<file path="config.mk">
export PLATFORM = sky130hd
export DESIGN_NAME = rca_lsq_flat
export DESIGN_NICKNAME = d
export VERILOG_FILES = /design/src/rtl/rca_lsq_pkg.sv /design/src/rtl/rca_lsq_if.sv /design/src/rtl/rca_lsq_fifo.sv /design/src/rtl/rca_lsq.sv /design/src/flat_wrapper.sv
export SDC_FILE = /design/constraint.sdc
export NUM_CORES = 1
export LEC_CHECK = 0
export CAP_MARGIN = 20
export CORE_ASPECT_RATIO = 1.1
export CORE_MARGIN = 3
export CORE_UTILIZATION = 35
export CTS_CLUSTER_SIZE = 25
export DETAILED_ROUTE_END_ITERATION = 6
export HOLD_SLACK_MARGIN = 0.03
export PLACE_DENSITY_LB_ADDON = 0.08
export REMOVE_ABC_BUFFERS = 1
export SYNTH_ARGS = -nofsm -noshare
export SYNTH_HDL_FRONTEND = slang
export SYNTH_SLANG_ARGS = --single-unit
</file>
<file path="constraint.sdc">
create_clock -name clk -period 3.9 [get_ports clk]
set_clock_uncertainty 0.15 [all_clocks]
set_input_delay 0.39 -clock clk [delete_from_list [all_inputs] [get_ports clk]]
set_output_delay 0.39 -clock clk [all_outputs]
set_load 0.01 [all_outputs]
</file>
<file path="src/rtl/rca_lsq_pkg.sv">
// rca_lsq_pkg: shared types and constants for the RCA load/store queue.
//   XLEN        - data/address width
//   LSQ_DEPTH   - default number of buffered requests
//   fn3 codes   - access size/sign encodings (B, H, W, BU, HU)
//   lsq_entry_t - one queued request {addr, data, fn3, load}
//   lsq_state_t - issue FSM states
//   helpers     - store lane replication, byte enables, load extraction
package rca_lsq_pkg;

  localparam int unsigned XLEN      = 32;
  localparam int unsigned LSQ_DEPTH = 4;

  localparam logic [2:0] LS_B_fn3 = 3'b000;
  localparam logic [2:0] LS_H_fn3 = 3'b001;
  localparam logic [2:0] LS_W_fn3 = 3'b010;
  localparam logic [2:0] L_BU_fn3 = 3'b100;
  localparam logic [2:0] L_HU_fn3 = 3'b101;

  typedef struct packed {
    logic [XLEN-1:0] addr;
    logic [XLEN-1:0] data;
    logic [2:0]      fn3;
    logic            load;
  } lsq_entry_t;

  typedef enum logic [1:0] {
    LSQ_IDLE,
    LSQ_ISSUE,
    LSQ_WAIT_LOAD
  } lsq_state_t;

  // Size is carried by fn3[1:0] for both loads and stores (00 B, 01 H, else W).
  function automatic logic [XLEN-1:0] store_wdata(input logic [XLEN-1:0] d,
                                                  input logic [1:0]      sz);
    logic [XLEN-1:0] r;
    case (sz)
      2'b00:   r = {4{d[7:0]}};
      2'b01:   r = {2{d[15:0]}};
      default: r = d;
    endcase
    return r;
  endfunction

  function automatic logic [3:0] store_be(input logic [1:0] lane,
                                          input logic [1:0] sz);
    logic [3:0] r;
    case (sz)
      2'b00:   r = 4'b0001 << lane;
      2'b01:   r = lane[1] ? 4'b1100 : 4'b0011;
      default: r = 4'b1111;
    endcase
    return r;
  endfunction

  function automatic logic [XLEN-1:0] format_load(input logic [XLEN-1:0] rdata,
                                                  input logic [1:0]      lane,
                                                  input logic [2:0]      fn3);
    logic [7:0]      b;
    logic [15:0]     h;
    logic [XLEN-1:0] r;
    case (lane)
      2'd0:    b = rdata[7:0];
      2'd1:    b = rdata[15:8];
      2'd2:    b = rdata[23:16];
      default: b = rdata[31:24];
    endcase
    h = lane[1] ? rdata[31:16] : rdata[15:0];
    case (fn3)
      LS_B_fn3: r = {{(XLEN-8){b[7]}}, b};
      LS_H_fn3: r = {{(XLEN-16){h[15]}}, h};
      L_BU_fn3: r = {{(XLEN-8){1'b0}}, b};
      L_HU_fn3: r = {{(XLEN-16){1'b0}}, h};
      default:  r = rdata;
    endcase
    return r;
  endfunction

endpackage

</file>
<file path="src/rtl/rca_lsq_if.sv">
// rca_lsq_if: simple data-memory port between the LSQ and the memory arbiter.
//   master (LSQ side):    drives mem_addr, mem_wdata, mem_be, mem_re, mem_we
//                         samples mem_ack, mem_rdata, mem_rvalid
//   slave  (memory side): the mirror image
// mem_re/mem_we are held until mem_ack; mem_rvalid follows ack by >=1 cycle.
interface rca_lsq_if;
  import rca_lsq_pkg::*;

  logic [XLEN-1:0] mem_addr;
  logic [XLEN-1:0] mem_wdata;
  logic [3:0]      mem_be;
  logic            mem_re;
  logic            mem_we;
  logic            mem_ack;
  logic [XLEN-1:0] mem_rdata;
  logic            mem_rvalid;

  modport master (
    output mem_addr, mem_wdata, mem_be, mem_re, mem_we,
    input  mem_ack, mem_rdata, mem_rvalid
  );

  modport slave (
    input  mem_addr, mem_wdata, mem_be, mem_re, mem_we,
    output mem_ack, mem_rdata, mem_rvalid
  );

endinterface

</file>
<file path="src/rtl/rca_lsq_fifo.sv">
// rca_lsq_fifo: in-order FIFO of lsq_entry_t for the load/store queue.
//   clk, rst : clock, synchronous active-high reset
//   push,din : enqueue (ignored when full)
//   pop,dout : dequeue (ignored when empty); dout shows the head combinationally
//   full, empty, count : occupancy status
module rca_lsq_fifo
  import rca_lsq_pkg::*;
#(
  parameter int unsigned DEPTH = 4
) (
  input  logic                     clk,
  input  logic                     rst,
  input  logic                     push,
  input  lsq_entry_t               din,
  input  logic                     pop,
  output lsq_entry_t               dout,
  output logic                     full,
  output logic                     empty,
  output logic [$clog2(DEPTH):0]   count
);

  localparam int unsigned AW = $clog2(DEPTH);

  lsq_entry_t    store_q [DEPTH];
  logic [AW-1:0] wr_ptr;
  logic [AW-1:0] rd_ptr;
  logic          do_push;
  logic          do_pop;

  assign do_push = push && !full;
  assign do_pop  = pop && !empty;

  always_ff @(posedge clk) begin
    if (do_push) store_q[wr_ptr] <= din;
  end

  always_ff @(posedge clk) begin
    if (rst) begin
      wr_ptr <= '0;
      rd_ptr <= '0;
      count  <= '0;
    end else begin
      if (do_push) wr_ptr <= wr_ptr + 1'b1;
      if (do_pop)  rd_ptr <= rd_ptr + 1'b1;
      case ({do_push, do_pop})
        2'b10:   count <= count + 1'b1;
        2'b01:   count <= count - 1'b1;
        default: count <= count;
      endcase
    end
  end

  assign full  = (count == (AW+1)'(DEPTH));
  assign empty = (count == '0);
  assign dout  = store_q[rd_ptr];

endmodule

</file>
<file path="src/rtl/rca_lsq.sv">
// rca_lsq: load/store queue terminating the RCA memory-OU request interface.
// Buffers up to LSQ_DEPTH requests in order and issues them one at a time to
// a simple memory port; load results are extracted/extended and returned.
//   clk, rst          : clock, synchronous active-high reset
//   addr, data, fn3   : request byte address, store data, size/sign code
//   load, store       : request kind (exactly one must be set)
//   new_request       : enqueue strobe
//   lsq_full          : queue holds LSQ_DEPTH entries
//   load_data         : formatted load result (held until the next load)
//   load_complete     : one-cycle pulse, load_data valid
//   mem               : memory port (rca_lsq_if.master)
module rca_lsq
  import rca_lsq_pkg::*;
#(
  parameter int unsigned LSQ_DEPTH = rca_lsq_pkg::LSQ_DEPTH
) (
  input  logic             clk,
  input  logic             rst,
  input  logic [XLEN-1:0]  addr,
  input  logic [XLEN-1:0]  data,
  input  logic [2:0]       fn3,
  input  logic             load,
  input  logic             store,
  input  logic             new_request,
  output logic             lsq_full,
  output logic [XLEN-1:0]  load_data,
  output logic             load_complete,
  rca_lsq_if.master        mem
);

  lsq_entry_t                 enq_entry;
  lsq_entry_t                 head;
  logic                       push;
  logic                       pop;
  logic                       fifo_full;
  logic                       fifo_empty;
  logic [$clog2(LSQ_DEPTH):0] occupancy;

  lsq_state_t                 state;
  logic                       iss_load;
  logic [1:0]                 iss_lane;
  logic [2:0]                 iss_fn3;

  assign enq_entry = '{addr: addr, data: data, fn3: fn3, load: load};
  assign push      = new_request && (load ^ store) && !fifo_full;
  // Pop only from IDLE, so at most one memory transaction is ever outstanding.
  assign pop       = (state == LSQ_IDLE) && !fifo_empty;
  assign lsq_full  = (occupancy == ($clog2(LSQ_DEPTH)+1)'(LSQ_DEPTH));

  rca_lsq_fifo #(
    .DEPTH (LSQ_DEPTH)
  ) u_fifo (
    .clk   (clk),
    .rst   (rst),
    .push  (push),
    .din   (enq_entry),
    .pop   (pop),
    .dout  (head),
    .full  (fifo_full),
    .empty (fifo_empty),
    .count (occupancy)
  );

  always_ff @(posedge clk) begin
    if (rst) begin
      state         <= LSQ_IDLE;
      iss_load      <= 1'b0;
      iss_lane      <= '0;
      iss_fn3       <= '0;
      mem.mem_addr  <= '0;
      mem.mem_wdata <= '0;
      mem.mem_be    <= '0;
      mem.mem_re    <= 1'b0;
      mem.mem_we    <= 1'b0;
      load_data     <= '0;
      load_complete <= 1'b0;
    end else begin
      load_complete <= 1'b0;
      case (state)
        LSQ_IDLE: begin
          if (!fifo_empty) begin
            mem.mem_addr  <= {head.addr[XLEN-1:2], 2'b00};
            mem.mem_wdata <= store_wdata(head.data, head.fn3[1:0]);
            mem.mem_be    <= head.load ? 4'b0000
                                       : store_be(head.addr[1:0], head.fn3[1:0]);
            mem.mem_re    <= head.load;
            mem.mem_we    <= !head.load;
            iss_load      <= head.load;
            iss_lane      <= head.addr[1:0];
            iss_fn3       <= head.fn3;
            state         <= LSQ_ISSUE;
          end
        end
        LSQ_ISSUE: begin
          if (mem.mem_ack) begin
            mem.mem_re <= 1'b0;
            mem.mem_we <= 1'b0;
            state      <= iss_load ? LSQ_WAIT_LOAD : LSQ_IDLE;
          end
        end
        LSQ_WAIT_LOAD: begin
          if (mem.mem_rvalid) begin
            load_data     <= format_load(mem.mem_rdata, iss_lane, iss_fn3);
            load_complete <= 1'b1;
            state         <= LSQ_IDLE;
          end
        end
        default: state <= LSQ_IDLE;
      endcase
    end
  end

endmodule

</file>
<file path="src/flat_wrapper.sv">
// flat-port wrapper written by rule: the top's interface ports become plain ports
module rca_lsq_flat import rca_lsq_pkg::*;
#(
  parameter int unsigned LSQ_DEPTH = rca_lsq_pkg::LSQ_DEPTH
)
  (clk, rst, addr, data, fn3, load, store, new_request, lsq_full, load_data, load_complete, mem_mem_addr, mem_mem_wdata, mem_mem_be, mem_mem_re, mem_mem_we, mem_mem_ack, mem_mem_rdata, mem_mem_rvalid);
  rca_lsq_if mem_i ();
  input  logic clk;
  input  logic rst;
  input  logic [XLEN-1:0] addr;
  input  logic [XLEN-1:0] data;
  input  logic [2:0] fn3;
  input  logic load;
  input  logic store;
  input  logic new_request;
  output logic lsq_full;
  output logic [XLEN-1:0] load_data;
  output logic load_complete;
  output wire logic [$bits(mem_i.mem_addr)-1:0] mem_mem_addr;
  output wire logic [$bits(mem_i.mem_wdata)-1:0] mem_mem_wdata;
  output wire logic [$bits(mem_i.mem_be)-1:0] mem_mem_be;
  output wire logic [$bits(mem_i.mem_re)-1:0] mem_mem_re;
  output wire logic [$bits(mem_i.mem_we)-1:0] mem_mem_we;
  input wire logic [$bits(mem_i.mem_ack)-1:0] mem_mem_ack;
  input wire logic [$bits(mem_i.mem_rdata)-1:0] mem_mem_rdata;
  input wire logic [$bits(mem_i.mem_rvalid)-1:0] mem_mem_rvalid;
  assign mem_mem_addr = mem_i.mem_addr;
  assign mem_mem_wdata = mem_i.mem_wdata;
  assign mem_mem_be = mem_i.mem_be;
  assign mem_mem_re = mem_i.mem_re;
  assign mem_mem_we = mem_i.mem_we;
  assign mem_i.mem_ack = mem_mem_ack;
  assign mem_i.mem_rdata = mem_mem_rdata;
  assign mem_i.mem_rvalid = mem_mem_rvalid;
  rca_lsq #(.LSQ_DEPTH(LSQ_DEPTH)) u_core (.clk(clk), .rst(rst), .addr(addr), .data(data), .fn3(fn3), .load(load), .store(store), .new_request(new_request), .lsq_full(lsq_full), .load_data(load_data), .load_complete(load_complete), .mem(mem_i));
endmodule
</file>
Word level (Yosys, flattened, before mapping). Memories as Yosys holds them, arrays and structs flattened. A register that Yosys moved wholly into a read port is not among the register bits. Cells that the tools add are included.

Register bits after elaboration: 116. Memory bits (writable): 272. Input bits: 106. Output and inout bits: 104. Logic and storage cells: 80. Memories: 1.

Memories: u_core.u_fifo.store_q (words 4, bits a word 68, read ports 1, clocked after memory_dff 1, wr ports 1, line rca_lsq_fifo.sv:24) `lsq_entry_t store_q [DEPTH];`.

Add/sub/neg operators: 4. Equal/unequal tests: 14. Shift operators: 1. Mux-type cells: 23. Bitwise operators: 3. Reductions and logical operators: 20.

Operators with widths (number): one-hot mux 32 bit (4 select lines) (1); one-hot mux 32 bit (2 select lines) (1); one-hot mux 8 bit (3 select lines) (1); two-way mux 16 bit (1); two-way mux 2 bit (6); == test 3 bit, second input constant (3); == test 2 x 1 -> 1 bit, second input constant (4); two-way mux 4 bit (2); one-hot mux 4 bit (2 select lines) (1); == test 2 bit, second input constant (3); zero test 2 bit (3); zero test 3 bit (2); two-way mux 1 bit (6); inequality test 2 bit, second input constant (3); one-hot mux 2 bit (3 select lines) (1); one-hot mux 3 bit (2 select lines) (1); AND reduction 3 bit (2); logical AND 1 bit (5); adder 2 x 1 -> 2 bit, second input constant (2); one-hot mux 1 bit (2 select lines) (2); AND reduction 2 bit (2); nonzero test 2 bit (2); left shift 1 x 2 -> 4 bit, first input constant (1); adder 3 x 1 -> 3 bit, second input constant (1); other kinds (6) (9).

Logic depth before layout (Yosys ltp).
Depth in word-level cells: 6. Depth in mapped cells: 12. Gate-level depth less buffers: 9.

Hierarchy. From an unflattened synthesis, not the netlist that was laid out.

Cells, all modules: 988. Area total of the unflattened synthesis: 15025.7 um2.

By module, submodules not included: rca_lsq_fifo (instances 1, cells each 410, area an instance 10306.1 um2, sequential area each 8348.0 um2); rca_lsq (instances 1, cells each 578, area an instance 4719.5 um2, sequential area each 2182.1 um2).

Least setup slack after synthesis. Ideal clock, no wire load.

Path kind: input to register. Start point: input load. End point: memory u_core.u_fifo.store_q[0][0] (netlist name), enable pin. Setup time: 0.433 ns. Arrival: 2.494 ns. Required time: 3.317 ns. Slack: 0.822 ns. Cell stages on the path: 4. Path buffers: 1. Path through: xor2_1 -> and3_1 -> clkbuf_1 -> and2_1.

Cells in the longest elaborated chain, start to end: 6.

Ends and longest elaborated chain: start: declaration (line flat_wrapper.sv:13) `input logic load;`; XOR 1 bit (line rca_lsq.sv:45) `assign push = new_request && (load ^ store) && !fifo_full;`; logical AND 1 bit (2 in a row) (line rca_lsq.sv:45); logical AND 1 bit (line rca_lsq_fifo.sv:30) `assign do_push = push && !full;`; two-way mux 1 bit (line rca_lsq_fifo.sv:34) `if (do_push) store_q[wr_ptr] <= din;`; two-way mux 1 bit (implied by the code) (line rca_lsq_fifo.sv:34); end: declaration (line rca_lsq_fifo.sv:24).

No other way between the ends.

Final worst setup path.
Start point: register u_core.u_fifo.count[2]. End point: register u_core.u_fifo.count[2].

Cells in the longest elaborated chain, start to end: 6. Elaborated cells on any way between the ends: 14. Those cells by class: add/sub (2); eq/ne (3); mux (1); reduce/logical (8).

Ends and longest elaborated chain: start: declaration (line rca_lsq_fifo.sv:19) `output logic [$clog2(DEPTH):0] count`; start signal: assignment (line rca_lsq_fifo.sv:46) `2'b10: count <= count + 1'b1;`; start signal: assignment (line rca_lsq_fifo.sv:47) `2'b01: count <= count - 1'b1;`; start signal: assignment (line rca_lsq_fifo.sv:48) `default: count <= count;`; == test 3 bit / zero test 3 bit (equally long branches) (line rca_lsq_fifo.sv:53, rca_lsq_fifo.sv:54); zero test 1 bit (on tied branches); logical AND 1 bit (on tied branches) (line rca_lsq.sv:45, rca_lsq.sv:47); logical AND 1 bit (on tied branches) (line rca_lsq_fifo.sv:30, rca_lsq_fifo.sv:31); == test 2 x 1 -> 1 bit / == test 2 bit (equally long branches) (line rca_lsq_fifo.sv:45) `case ({do_push, do_pop})`; one-hot mux 3 bit (2 select lines) / nonzero test 2 bit (equally long branches).

Parallel ways exist; a longest one is shown, timed or not. A chain may end at the register's enable or synchronous reset.

==> impl_metrics.yaml <==
status:
  status: "finished, final reports clean"
clocking:
  cts_setup_buffers: 0
  cts_tree: "yes"
  clock_latency_ps: 540
  cts_resized: 0
  cts.sinks: 390
  clockRootBuffer: "clkbuf_16"
  cts_hold_buf: 0
  clk_pin_slew_worst_paths_ps: 60
  cts_buffers: 43
  h-tree-depth: 2
  clock_path_buffers: 3
global_route:
  grt.total_usage_pct: 16.0
  first_global_vias: 9045
  antenna_found_initial: 1
  overflow: 0
  grt_pass1_wl_mm: 55.6
  grt_max_degree: 69
worst_hold_path:
  hold_class: "reg -> reg"
  hold_depth: 2
  whs_endpoint: "u_core.mem.mem_addr[31]"
  hp-start: "u_core.mem.mem_addr[31]"
sta:
  period_needed_ps: 2690
  setup_tns_ps: 0
  rsz0062_at_grt: "false"
  slew_viol_final: 0
  slew_headroom_pct: 30.8
  hold_viol_final: 0
  fmaxAchievable_mhz: 372
  worst_pin_slew_ps: 1040
  fin_crit_sh_pct: 69.0
  hold_ws_ps: 303
  setup_viol: 0
logic_synthesis:
  synth_enable_flop_cells: 272
  yosys_warnings: 0
  synthTopCellsByArea: "edfxtp_1, dfxtp_1, mux4_2"
  yosys.area.top_type: "edfxtp_1"
  ys_seq_elements: 390
  synth_ff_type: "edfxtp_1"
  syn_area_um2: 15000
  synthCells: 992
  yosysUniqueCellTypes: 47
  synth_top_area_share_pct: 54.4
  async_reset_ff_share_pct: 0
  ys_seq_area_share_pct: 70.2
  synth.avg_cell_area_um2: 15.1
worst_setup_path:
  crit_fanout: 7
  timing.rr.end: "u_core.u_fifo.count[2]"
  r2r_cells: 9
  crit_family: "simple AND/OR/NAND/NOR gates"
  crit_chain: "or3b_1 > and3_1 > inv_1 > ha_1 > inv_1 > fa_1 > xor2_1 > or3_1 > a21oi_1"
  end_kind: "flip-flop"
  worst_ep_required_time_ps: 4210
  r2r_slack_ps: 1210
  cpMostUsedCell: "inv_1"
  max_stage_delay_ps: 430
  crit_type: "reg -> reg"
  reg2reg_from: "u_core.u_fifo.count[2]"
  cp-start-kind: "flip-flop"
  slowest_stage: "fa_1"
  worst-path-buf-inv: 2
  arrival_ps: 3000
power:
  leakage_nw: 6.13
  p_per_area_nw_per_um2: 669
  ir_drop_mv: 0.404
  total_power_w: 0.0127
final_layout:
  seqCellArea_um2: 10500
  area_delta_synth_final_pct: 26.6
  final_util_pct: 45.5
  fillCellCount: 3873
  layout-drive-gt1-share_pct: 14.3
  final_nets: 1308
  multiInputGateArea_um2: 4070
  num_antenna_cells: 0
routing:
  wirelength_mm: 36.8
  post_drt_via_cell_ratio: 4.95
  drt_iter0_drc: 457
  avgRoutedWirePerCell_um: 20.5
  dr.pass1.iters: 4
  via_count: 8869
  drc: 0
  drtAntennaViolNets: 0
placed_design:
  portBuffers: 207
  place_congestion: 0.717
  dp_hpwl_mm: 22.6
job:
  cap_viol_max_count: 0
floorplan:
  ios: 210
  rows: 78
  die_h_um: 223
  die-area_um2: 45400
  coreArea_um2: 41800
  start_util_pct: 35.9
  die_w_um: 203
-- stage by stage --
stage,std cells,cell area [µm²],setup slack (ps)
floorplan,924,14600,-718
global placement,1711,17600,951
detailed placement,1711,17600,910
CTS,1790,19000,1180
global route,1790,19000,1060
finish,1790,19000,1210
-- cell usage in the layout, fill, tap and decap left out, types with 7 or more instances in the layout --
cell type and count:
a31oi_1 8, clkdlybuf4s50_1 206, nor3_1 11, mux2_2 8, buf_4 17, a211oi_1 34, o21a_1 8, nand2_1 158
dfxtp_1 116, mux2i_1 17, clkbuf_1 13, edfxtp_1 272, clkbuf_16 45, a21oi_1 56, mux4_2 68, nor2_1 65
inv_1 10, o21ai_1 9, o21ai_0 12, a221oi_1 13, o221a_2 7, a311oi_1 8
-- where the power goes --
part / leakage, nW / switching, W / internal (W)
clock network: 0.674 / 0.00159 / 0.00236
registers: 3.43 / 0.000313 / 0.00490
logic: 2.02 / 0.00192 / 0.00162
total: 6.13 / 0.00383 / 0.00888
-- worst max-delay path by stage --
stage                                 startpoint                 endpoint  slack (ps)  cells past startpoint
final                     u_core.u_fifo.count[2]   u_core.u_fifo.count[2]        1210                      9
after global routing                   flip-flop  u_core.mem.mem_wdata[9]        1060                      4
after CTS                 u_core.u_fifo.count[0]   u_core.u_fifo.count[2]        1180                      9
after detailed placement                    load   u_core.u_fifo.count[2]         910                     10
after global placement                      load   u_core.u_fifo.count[2]         950                     10
after floorplan                        flip-flop     u_core.mem.mem_be[2]        -720                      4
-- area by class of cell --
cell class	instances	share of cell area, %
Clock buffer	64	6.62
Clock inverter	15	0.691
Inverter	11	0.230
Multi-Input combinational cell	523	21.4
Sequential cell	390	55.4
Tap cell	560	3.69
Timing Repair Buffer	227	11.9
-- per-layer routing --
| layer | part of all wire, % | GRT usage (%) | up-vias |
|---|---|---|---|
| met4 | 1.6 | 3.73 | 2 |
| met1 | 45 | 21.6 | 4450 |
| met2 | 49 | 26.8 | 212 |
| li1 | - | - | 4159 |
| met3 | 4.6 | 3.11 | 46 |
| met5 | 0.035 | 0 | - |
-- worst min-delay path, stage by stage (launching register included) --
cell and delay (ps):
dfxtp_1 300, nand2_1 50, a21oi_1 50
-- state kept, by name (all words and copies together), names as in the netlist, 3 cells and up, named ones only --
signal and cells:
u_core.iss_fn3 3, u_core.load_data 32, u_core.mem.mem_addr 30, u_core.mem.mem_be 4, u_core.mem.mem_wdata 32, u_core.u_fifo.count 3
u_core.u_fifo.store_q 272
-- Yosys cell counts (2+ instances only) --
master	n
a211oi_1	34
a21oi_1	56
a221oi_1	13
a311oi_1	8
a31oi_1	8
and2_1	4
buf_1	2
buf_2	18
buf_4	10
buf_6	9
clkbuf_1	30
dfxtp_1	118
edfxtp_1	272
ha_1	5
inv_1	10
mux2_2	8
mux2i_1	17
mux4_2	68
nand2_1	158
nand2b_1	5
nand3b_1	2
nor2_1	65
nor3_1	11
o21a_1	8
o21ai_0	12
o21ai_1	9
o221a_2	7
or3_1	2
xnor2_1	3
xor2_1	3
-- logic make-up (layout without fill, tap and decap cells) --
| logic type | count (synthesis) | count (layout) | synth area share (%) |
|---|---|---|---|
| mux | 93 | 93 | 11.9 |
| flops | 390 | 390 | 70.2 |
| simple gates | 257 | 257 | 7.13 |
| xor+xnor | 6 | 6 | 0.350 |
| fa+ha+maj | 6 | 6 | 0.550 |
| compound gates | 159 | 159 | 7.00 |
| other cells | 1 | 2 | 0.0250 |
| buf+inv | 80 | 317 | 2.85 |
Power figures use the tool's default switching activity.
